--- src/rtl/bram_pixel_fetch_if.sv ---
// bram_pixel_fetch_if: BRAM read handshake plus pixel valid/ready stream.
interface bram_pixel_fetch_if #(
  parameter int ADDR_W = 13,
  parameter int DATA_W = 32,
  parameter int PIX_W  = 8
);
  logic [ADDR_W-1:0] bram_addr;
  logic              bram_trig;
  logic              bram_done;
  logic [DATA_W-1:0] bram_data;
  logic [PIX_W-1:0]  pix;
  logic              pix_valid;
  logic              pix_ready;
  logic              pix_last;
  modport master (
    output bram_addr, bram_trig, pix, pix_valid, pix_last,
    input  bram_done, bram_data, pix_ready
  );
  modport slave (
    input  bram_addr, bram_trig, pix, pix_valid, pix_last,
    output bram_done, bram_data, pix_ready
  );
endinterface

--- src/rtl/bram_pixel_fetch.sv ---
// bram_pixel_fetch: fetches a run of BRAM words and streams them out as pixels, LSB first.
// Define BRAM_TIMEOUT_EN to abort a read that sees no done within TIMEOUT cycles and flag o_err.
module bram_pixel_fetch #(
  parameter int ADDR_W  = 13,
  parameter int DATA_W  = 32,
  parameter int PIX_W   = 8,
  parameter int TIMEOUT = 64
) (
  input  logic              i_clk,
  input  logic              i_rstn,
  input  logic              i_start,
  input  logic [ADDR_W-1:0] i_base_addr,
  input  logic [ADDR_W:0]   i_num_words,
  output logic              o_busy,
  output logic              o_done,
  output logic              o_err,
  bram_pixel_fetch_if.master bus
);
  localparam int PPW   = DATA_W / PIX_W;
  localparam int IDX_W = PPW > 1 ? $clog2(PPW) : 1;
  typedef enum logic [1:0] {IDLE, REQ, DRAIN} state_t;
  state_t state, nxt;
  logic [ADDR_W-1:0] addr;
  logic              trig;
  logic [DATA_W-1:0] word;
  logic [IDX_W-1:0]  idx;
  logic [ADDR_W:0]   rem;
  logic              done_q;
  logic              xfer, last_pix, tmo, pix_valid;
  assign last_pix      = idx == IDX_W'(PPW - 1);
  assign xfer          = pix_valid && bus.pix_ready;
  assign bus.bram_addr = addr;
  assign bus.bram_trig = trig;
  assign bus.pix       = word[idx*PIX_W +: PIX_W];
  assign bus.pix_valid = pix_valid;
  assign bus.pix_last  = pix_valid && rem == '0 && last_pix;
  assign o_done        = done_q;
`ifdef BRAM_TIMEOUT_EN
  localparam int CNT_W = $clog2(TIMEOUT + 1);
  logic [CNT_W-1:0] wait_cnt;
  logic             err;
  assign tmo   = state == REQ && !bus.bram_done && wait_cnt == CNT_W'(TIMEOUT - 1);
  assign o_err = err;
  always_ff @(posedge i_clk or negedge i_rstn) begin
    if (!i_rstn) begin
      wait_cnt <= '0;
      err      <= 1'b0;
    end else begin
      wait_cnt <= (state == REQ && !bus.bram_done) ? wait_cnt + CNT_W'(1) : '0;
      if (tmo) err <= 1'b1;
    end
  end
`else
  assign tmo   = 1'b0;
  assign o_err = 1'b0;
`endif
  always_ff @(posedge i_clk or negedge i_rstn) begin
    if (!i_rstn) state <= IDLE;
    else         state <= nxt;
  end
  always_comb begin
    nxt       = state;
    pix_valid = state == DRAIN;
    o_busy    = state != IDLE;
    if (state == IDLE && i_start && i_num_words != '0) nxt = REQ;
    if (state == REQ) nxt = bus.bram_done ? DRAIN : (tmo ? IDLE : REQ);
    if (state == DRAIN && xfer && last_pix) nxt = rem != '0 ? REQ : IDLE;
  end
  // rem counts the words still to fetch after the one being drained
  always_ff @(posedge i_clk or negedge i_rstn) begin
    if (!i_rstn) begin
      addr   <= '0;
      trig   <= 1'b0;
      word   <= '0;
      idx    <= '0;
      rem    <= '0;
      done_q <= 1'b0;
    end else begin
      done_q <= 1'b0;
      if (state == IDLE && i_start) begin
        if (i_num_words == '0) begin
          done_q <= 1'b1;
        end else begin
          addr <= i_base_addr;
          rem  <= i_num_words - (ADDR_W+1)'(1);
          trig <= 1'b1;
        end
      end else if (state == REQ) begin
        if (bus.bram_done) begin
          word <= bus.bram_data;
          trig <= 1'b0;
          idx  <= '0;
        end else if (tmo) begin
          trig   <= 1'b0;
          done_q <= 1'b1;
        end
      end else if (xfer) begin
        if (!last_pix) begin
          idx <= idx + IDX_W'(1);
        end else if (rem != '0) begin
          addr <= addr + ADDR_W'(1);
          rem  <= rem - (ADDR_W+1)'(1);
          trig <= 1'b1;
        end else begin
          done_q <= 1'b1;
        end
      end
    end
  end
endmodule
--- src/flat_wrapper.sv ---
// flat-port wrapper written by rule: the top's interface ports become plain ports
module bram_pixel_fetch_flat 
#(
  parameter int ADDR_W  = 13,
  parameter int DATA_W  = 32,
  parameter int PIX_W   = 8,
  parameter int TIMEOUT = 64
)
  (i_clk, i_rstn, i_start, i_base_addr, i_num_words, o_busy, o_done, o_err, bus_bram_addr, bus_bram_trig, bus_pix, bus_pix_valid, bus_pix_last, bus_bram_done, bus_bram_data, bus_pix_ready);
  bram_pixel_fetch_if #(.ADDR_W(ADDR_W), .DATA_W(DATA_W), .PIX_W(PIX_W)) bus_i ();
  input  logic i_clk;
  input  logic i_rstn;
  input  logic i_start;
  input  logic [ADDR_W-1:0] i_base_addr;
  input  logic [ADDR_W:0] i_num_words;
  output logic o_busy;
  output logic o_done;
  output logic o_err;
  output wire logic [$bits(bus_i.bram_addr)-1:0] bus_bram_addr;
  output wire logic [$bits(bus_i.bram_trig)-1:0] bus_bram_trig;
  output wire logic [$bits(bus_i.pix)-1:0] bus_pix;
  output wire logic [$bits(bus_i.pix_valid)-1:0] bus_pix_valid;
  output wire logic [$bits(bus_i.pix_last)-1:0] bus_pix_last;
  input wire logic [$bits(bus_i.bram_done)-1:0] bus_bram_done;
  input wire logic [$bits(bus_i.bram_data)-1:0] bus_bram_data;
  input wire logic [$bits(bus_i.pix_ready)-1:0] bus_pix_ready;
  assign bus_bram_addr = bus_i.bram_addr;
  assign bus_bram_trig = bus_i.bram_trig;
  assign bus_pix = bus_i.pix;
  assign bus_pix_valid = bus_i.pix_valid;
  assign bus_pix_last = bus_i.pix_last;
  assign bus_i.bram_done = bus_bram_done;
  assign bus_i.bram_data = bus_bram_data;
  assign bus_i.pix_ready = bus_pix_ready;
  bram_pixel_fetch #(.ADDR_W(ADDR_W), .DATA_W(DATA_W), .PIX_W(PIX_W), .TIMEOUT(TIMEOUT)) u_core (.i_clk(i_clk), .i_rstn(i_rstn), .i_start(i_start), .i_base_addr(i_base_addr), .i_num_words(i_num_words), .o_busy(o_busy), .o_done(o_done), .o_err(o_err), .bus(bus_i));
endmodule
--- config.mk ---
export PLATFORM = sky130hd
export DESIGN_NAME = bram_pixel_fetch_flat
export DESIGN_NICKNAME = d
export VERILOG_FILES = /design/src/rtl/bram_pixel_fetch_if.sv /design/src/rtl/bram_pixel_fetch.sv /design/src/flat_wrapper.sv
export SDC_FILE = /design/constraint.sdc
export NUM_CORES = 1
export LEC_CHECK = 0
export ABC_AREA = 1
export CELL_PAD_IN_SITES_DETAIL_PLACEMENT = 1
export CELL_PAD_IN_SITES_GLOBAL_PLACEMENT = 1
export CORE_ASPECT_RATIO = 0.75
export CORE_UTILIZATION = 35
export DETAILED_ROUTE_END_ITERATION = 7
export HOLD_SLACK_MARGIN = 0.15
export PLACE_DENSITY_LB_ADDON = 0.1
export SYNTH_ARGS = -nofsm -noshare
export SYNTH_HDL_FRONTEND = slang
export SYNTH_SLANG_ARGS = --single-unit
--- constraint.sdc ---
create_clock -name i_clk -period 2.2 [get_ports i_clk]
set_input_delay 0.33 -clock i_clk [delete_from_list [all_inputs] [get_ports i_clk]]
set_output_delay 0.33 -clock i_clk [all_outputs]
set_load 0.01 [all_outputs]
==> impl_metrics.ini, run 1 <==
[logic_synthesis]
yosysWarnings = 0
ys_ff_latch = 65
synth_area_leader_cell = dfrtp_1
ys_seq_area_share_pct = 42.7
synth_nets = 611
syn_area_per_cell_um2 = 7.01
syn_inst = 544
synth_cell_types = 33
synth_top_cell_area_share_pct = 42.7
syn-cell-area_mm2 = 0.00381
yosys-top-cells-area = dfrtp_1 43%, nand2_1 23%, inv_1 4.8%

[worst_setup_path]
reg2reg_depth = 10
crit_arrival_ns = 1.78
cp-end-kind = output port
path_class = reg2out
worstPathMaxFanout = 7
cp.required_ns = 1.87
cp-start-kind = register

[power]
p_leak_uw = 0.00269
power_uw = 7190
max-vdd-ir-drop_v = 0.000397
power.density_mw_per_mm2 = 1370

[route]
routed_wl_mm = 11.7
post-route-drc-count = 0
postRouteAntennaNets = 0
post_drt_wl_per_cell_um = 15.0
first_iter_violations = 232
drt_first_pass_iters = 4
vias = 3820
vias_per_cell = 4.89

[sta]
rsz0062_at_grt = false
period_share_pct = 95.9
max_freq_ghz = 0.474
finalSetupTns_ns = 0
max-slew-margin-rel_pct = 58.0
slew_violations = 0
layout_setup_ws_ns = 0.0904
hold_viol = 0
worst_clock_skew_ns = 0.00455
fin_crit_ns = 2.11
finalSetupViolations = 0
worst_pin_slew_ns = 0.630

[min_path]
hp-class = reg2reg
min_path_cells = 2

[floorplanning]
ios = 91
core_mm2 = 0.0105
start_util_pct = 36.5
die_h_um = 92.4
fp.dieW_um = 123
std_cell_rows = 32
dieArea_mm2 = 0.0113

[cells_and_area]
syn_to_final_growth_pct = 37.8
nets = 709
drive_gt1_share_pct = 8.84
filler_cell_count = 1324
utilization_pct = 50.3
n_antenna_cell = 0
multiInputGateArea_mm2 = 0.00186
seq_area_mm2 = 0.00163

[clock_tree]
cts.sinks = 65
clk_path_buf_depth = 2
path_clk_slew_ns = 0.05
htreeDepth = 3
cts_buffers = 9
cts_tree = built
clk_latency_ns = 0.32
clk_root_buffer_cell = clkbuf_16

[global_route]
gr-total-overflow = 0
grt_pass1_wl_mm = 19.4
grt_usage_pct = 22.2
grt_max_degree = 35
grt_pass1_vias = 3852
antenna_found_initial = 0

[place]
port_buffers = 89
place.detailed.hpwl_mm = 8.66
place_congestion = 0.875
pre_cts_slack_ns = 0.0907

[flow_run]
max_cap_violations = 0

[status]
status = finished clean
==> worst max-delay path, stage by stage (launching register included) <==
cell and delay [ns]:
dfrtp_2 0.44, buf_4 0.17, o21ai_0 0.10, o22ai_1 0.16, clkdlybuf4s50_1 0.58
==> layout make-up <==
type / instances / area share (%)
timing repair buffer: 108 / 20.6
inverter: 52 / 3.81
clock buffer: 11 / 4.81
tap: 136 / 3.24
clock inverter: 3 / 1.24
multi-input combinational: 406 / 35.4
sequential: 65 / 31.0
==> final timing paths <==
path | startpoint | end | slack (ns)
min in group asynchronous | i_rstn | u_core.bus.bram_addr[8]$_DFFE_PN0P_ | 0.57
max in group asynchronous | i_rstn | u_core.idx[1]$_DFFE_PN0P_ | 0.99
max | u_core.idx[1]$_DFFE_PN0P_ | bus_pix[2] | 0.09
min | u_core.word[11]$_DFFE_PN0P_ | u_core.word[11]$_DFFE_PN0P_ | 0.48
min reg2reg | u_core.word[11]$_DFFE_PN0P_ | u_core.word[11]$_DFFE_PN0P_ | 0.48
max reg2reg | u_core.state[0]$_DFFE_PN0P_ | u_core.rem[8]$_DFFE_PN0P_ | 0.26
==> per-stage QoR <==
step / hold WS [ns] / cells / area, um^2
6_report: 0.478 / 781 / 5250
3_3_place_gp: 0.374 / 766 / 4910
3_5_place_dp: 0.371 / 766 / 4910
2_1_floorplan: 0.0344 / 544 / 3810
4_1_cts: 0.476 / 781 / 5240
5_1_grt: 0.497 / 781 / 5250
==> layout by cell type, fill, tap and decap left out, types with 8 or more instances in the layout <==
cell / instances
nand2_1: 233
clkdlybuf4s50_1: 82
dfrtp_1: 64
inv_1: 48
nand3_1: 34
nor2_1: 33
o21ai_0: 33
buf_4: 15
nand4_1: 13
clkbuf_16: 9
o22ai_1: 8
nand2_2: 8
==> what timing repair did <==
item | in CTS | in global routing
endpoints found under the setup margin | 5 | 5
hold endpoints to repair | 22 | 0
hold buffers | 1 | 0
gates resized for setup | 2 | 7
buffers inserted | 0 | 0
==> cells by family (layout without fill, tap and decap cells) <==
logic type	Yosys count	in the layout	share of synthesized area, %
fa+ha+maj	3	3	0.985
flops	65	65	42.7
compound gates	51	51	7.25
xor+xnor	10	10	2.30
simple gates	341	341	38.1
other cells	1	1	0.0984
buf+inv	73	174	8.63
==> synth_stat cells (all sizes together) <==
| cell | count |
|---|---|
| buf | 10 |
| o31ai | 1 |
| nand3 | 36 |
| dfrtp | 65 |
| xnor2 | 4 |
| or2 | 1 |
| nand4 | 13 |
| xor2 | 6 |
| a21oi | 3 |
| nor3 | 4 |
| clkinv | 1 |
| nand3b | 3 |
| ha | 3 |
| nor4 | 1 |
| o22ai | 8 |
| o21ai | 36 |
| nor2 | 41 |
| inv | 51 |
| clkbuf | 11 |
| conb | 1 |
| a22o | 1 |
| nand2 | 242 |
| o21a | 2 |
==> power breakdown <==
group / switching [uW] / total, uW / leakage [uW] / internal (uW)
combinational: 2020 / 3490 / 0.00171 / 1470
sequential: 446 / 2170 / 0.000824 / 1730
clock: 490 / 1530 / 0.000157 / 1040
==> sequential cells by signal, indices dropped and copies added (netlist names) <==
| name | cells |
|---|---|
| u_core.word | 32 |
| u_core.o_done | 1 |
| u_core.state | 2 |
| u_core.idx | 2 |
| u_core.rem | 14 |
| u_core.bus.bram_addr | 13 |
| u_core.bus.bram_trig | 1 |
==> metal layers <==
metal  GRT usage [%]  wire, um  part of all wire, %  up-vias
met1            32.9      5910                   50     1829
li1                -         -                    -     1906
met3            4.68       588                  5.0        5
met5               0         0                    0        -
met2            33.1      5150                   44       80
met4            4.57        53                 0.45        0
Note: power is estimated with default switching activity, not from simulation.
==> run 2: changes to the inputs <==
--- a/config.mk
+++ b/config.mk
@@ -9,7 +9,7 @@
 export CELL_PAD_IN_SITES_DETAIL_PLACEMENT = 1
 export CELL_PAD_IN_SITES_GLOBAL_PLACEMENT = 1
 export CORE_ASPECT_RATIO = 0.75
-export CORE_UTILIZATION = 35
+export CORE_UTILIZATION = 38
 export DETAILED_ROUTE_END_ITERATION = 7
 export HOLD_SLACK_MARGIN = 0.15
 export PLACE_DENSITY_LB_ADDON = 0.1
==> constraint.sdc (replaced) <==
create_clock -name i_clk -period 2.6 [get_ports i_clk]
set_input_delay 0.39 -clock i_clk [delete_from_list [all_inputs] [get_ports i_clk]]
set_output_delay 0.39 -clock i_clk [all_outputs]
set_load 0.01 [all_outputs]
==> run 2 against run 1 <==
Net effect: design area is 1.7% lower; combinational power fell by 16%; worst setup slack better by 0.011 ns; non-clock buffer count shrank 6; clock skew rose by 0.0043 ns; critical path depth up 2; wire length rose by 2.3%; cell count is 1.0% lower; sequential share of layout area grew 0.56 points.
==> impl_metrics.ini, run 2 (synthesized netlist as in run 1, its figures left out) <==
[sta]
finalSetupViolations = 0
finalSetupTns_ns = 0
period_share_pct = 96.1
rsz0062_at_grt = false
layout_setup_ws_ns = 0.102
fin_crit_ns = 2.50
slew_violations = 0
worst_clock_skew_ns = 0.00881
hold_viol = 0
max_freq_ghz = 0.400
whs_ns = 0.475

[route]
vias = 3795
post_drt_wl_per_cell_um = 15.5
postRouteAntennaNets = 0
first_iter_violations = 248
post-route-drc-count = 0
drt_first_pass_iters = 4
routed_wl_mm = 12.0
vias_per_cell = 4.91

[floorplanning]
die_h_um = 88.7
std_cell_rows = 31
core_mm2 = 0.00970
fp.dieW_um = 118
start_util_pct = 39.3
ios = 91
dieArea_mm2 = 0.0104

[worst_setup_path]
path_class = reg2out
cp.required_ns = 2.21
worstPathMaxFanout = 3
crit_arrival_ns = 2.11
cp-start-kind = register
cp-end-kind = output port

[power]
power.switching_uw = 2590
intPower_uw = 3430
max-vdd-ir-drop_v = 0.000457
p_comb_share_pct = 48.5
p_leak_uw = 0.00257
p_sw_share_pct = 43.0
clockPowerShare_pct = 20.7
power.density_mw_per_mm2 = 1170
power_frac_seq_pct = 30.9

[cells_and_area]
mostFrequentLayoutCells = 233 x nand2_1, 88 x clkdlybuf4s50_1, 63 x dfrtp_1, 48 x inv_1, 34 x nand3_1
nets = 703
syn_to_final_growth_pct = 35.4
seq_area_mm2 = 0.00163
largest_register_ffs = 32
multiInputGateArea_mm2 = 0.00186
n_antenna_cell = 0
final_area_mm2 = 0.00516
regMostFlops = u_core.word
layout_commonest_cell = nand2_1
filler_cell_count = 1287
drive_gt1_share_pct = 8.58

[global_route]
grt_max_degree = 66
gr-total-overflow = 0
antenna_found_initial = 0
grt_usage_pct = 24.2
grt_pass1_vias = 3882
grt_pass1_wl_mm = 19.7

[place]
port_buffers = 89
place.detailed.hpwl_mm = 8.67
placed_area_mm2 = 0.00483
place_congestion = 0.865
pre_cts_slack_ns = 0.288

[status]
status = finished clean

[clock_tree]
htreeDepth = 3
cts_setup_buffers = 0
path_clk_slew_ns = 0.06
clk_latency_ns = 0.33
cts_tree = built
clk_path_buf_depth = 2
clk_root_buffer_cell = clkbuf_16
cts.sinks = 65
cts_buffers = 9

[flow_run]
max_cap_violations = 0

[min_path]
hp-class = reg2reg
run 2: changes by cell type in the layout (fill, tap and decap cells not counted), sizes merged:
cell / change
buf: -6
clkdlybuf4s50: +6
dlymetal6s2s: -5
clkinvlp: +3
clkinv: +2
bufinv: -1
clkbuf: -1
dlygate4sd2: -1
inv: -1
run 2: cell type report:
type                            instances  share of cell area (%)
Sequential cell                        65                    31.5
Timing Repair Buffer                  102                    19.3
Clock inverter                          6                    1.31
Multi-Input combinational cell        406                    36.1
Clock buffer                           10                    4.63
Tap cell                              132                    3.20
Inverter                               52                    3.90
run 2: final timing paths:
| kind | start | to | slack [ns] | cells past startpoint |
|---|---|---|---|---|
| max | u_core.rem[12]$_DFFE_PN0P_ | bus_pix_last | 0.10 | 6 |
| min | u_core.word[20]$_DFFE_PN0P_ | u_core.word[20]$_DFFE_PN0P_ | 0.47 | 2 |
| max reg2reg | u_core.state[0]$_DFFE_PN0P_ | u_core.bus.bram_addr[4]$_DFFE_PN0P_ | 0.44 | 8 |
| min reg2reg | u_core.word[20]$_DFFE_PN0P_ | u_core.word[20]$_DFFE_PN0P_ | 0.47 | 2 |
| max in group asynchronous | i_rstn | u_core.idx[0]$_DFFE_PN0P_ | 1.67 | 3 |
| min in group asynchronous | i_rstn | u_core.bus.bram_addr[8]$_DFFE_PN0P_ | 0.59 | 3 |
run 2: per-layer routing:
metal  GRT usage, %  routed length (um)
met1           34.0                6040
met2           38.2                5290
met3           4.83                 543
met4           6.64                  90
met5              0                   0
run 2: worst max-delay path: stages (launching register included):
cell             delay [ns]
dfrtp_1                0.39
inv_1                  0.12
nand4_1                0.14
nor2_1                 0.13
nand2_1                0.14
nor4_2                 0.24
clkdlybuf4s50_1        0.62
run 2: timing repair:
action / 4_1_cts / 5_1_grt
endpoints found under the hold margin: 65 / 0
endpoints found under the setup margin: 1 / 9
resized for setup: 1 / 3
hold buffers: 1 / 0
run 2: stage by stage:
| step | util (%) | power, uW | instances |
|---|---|---|---|
| finish | 53.3 | 6020 | 773 |
| global route | 53.3 | 6480 | 773 |
| CTS | 53.1 | 6030 | 773 |
| detailed placement | 49.9 | 4710 | 756 |
| global placement | 49.9 | 4580 | 756 |
| floorplan | - | 3580 | 544 |
run 2: power by group through the flow:
stage	Combinational [uW]	Sequential, uW	Clock, uW
finish	2920	1860	1250
global route	3270	1910	1300
CTS	2920	1840	1260
detailed placement	2880	1840	0
global placement	2760	1820	0
floorplan	1840	1740	0
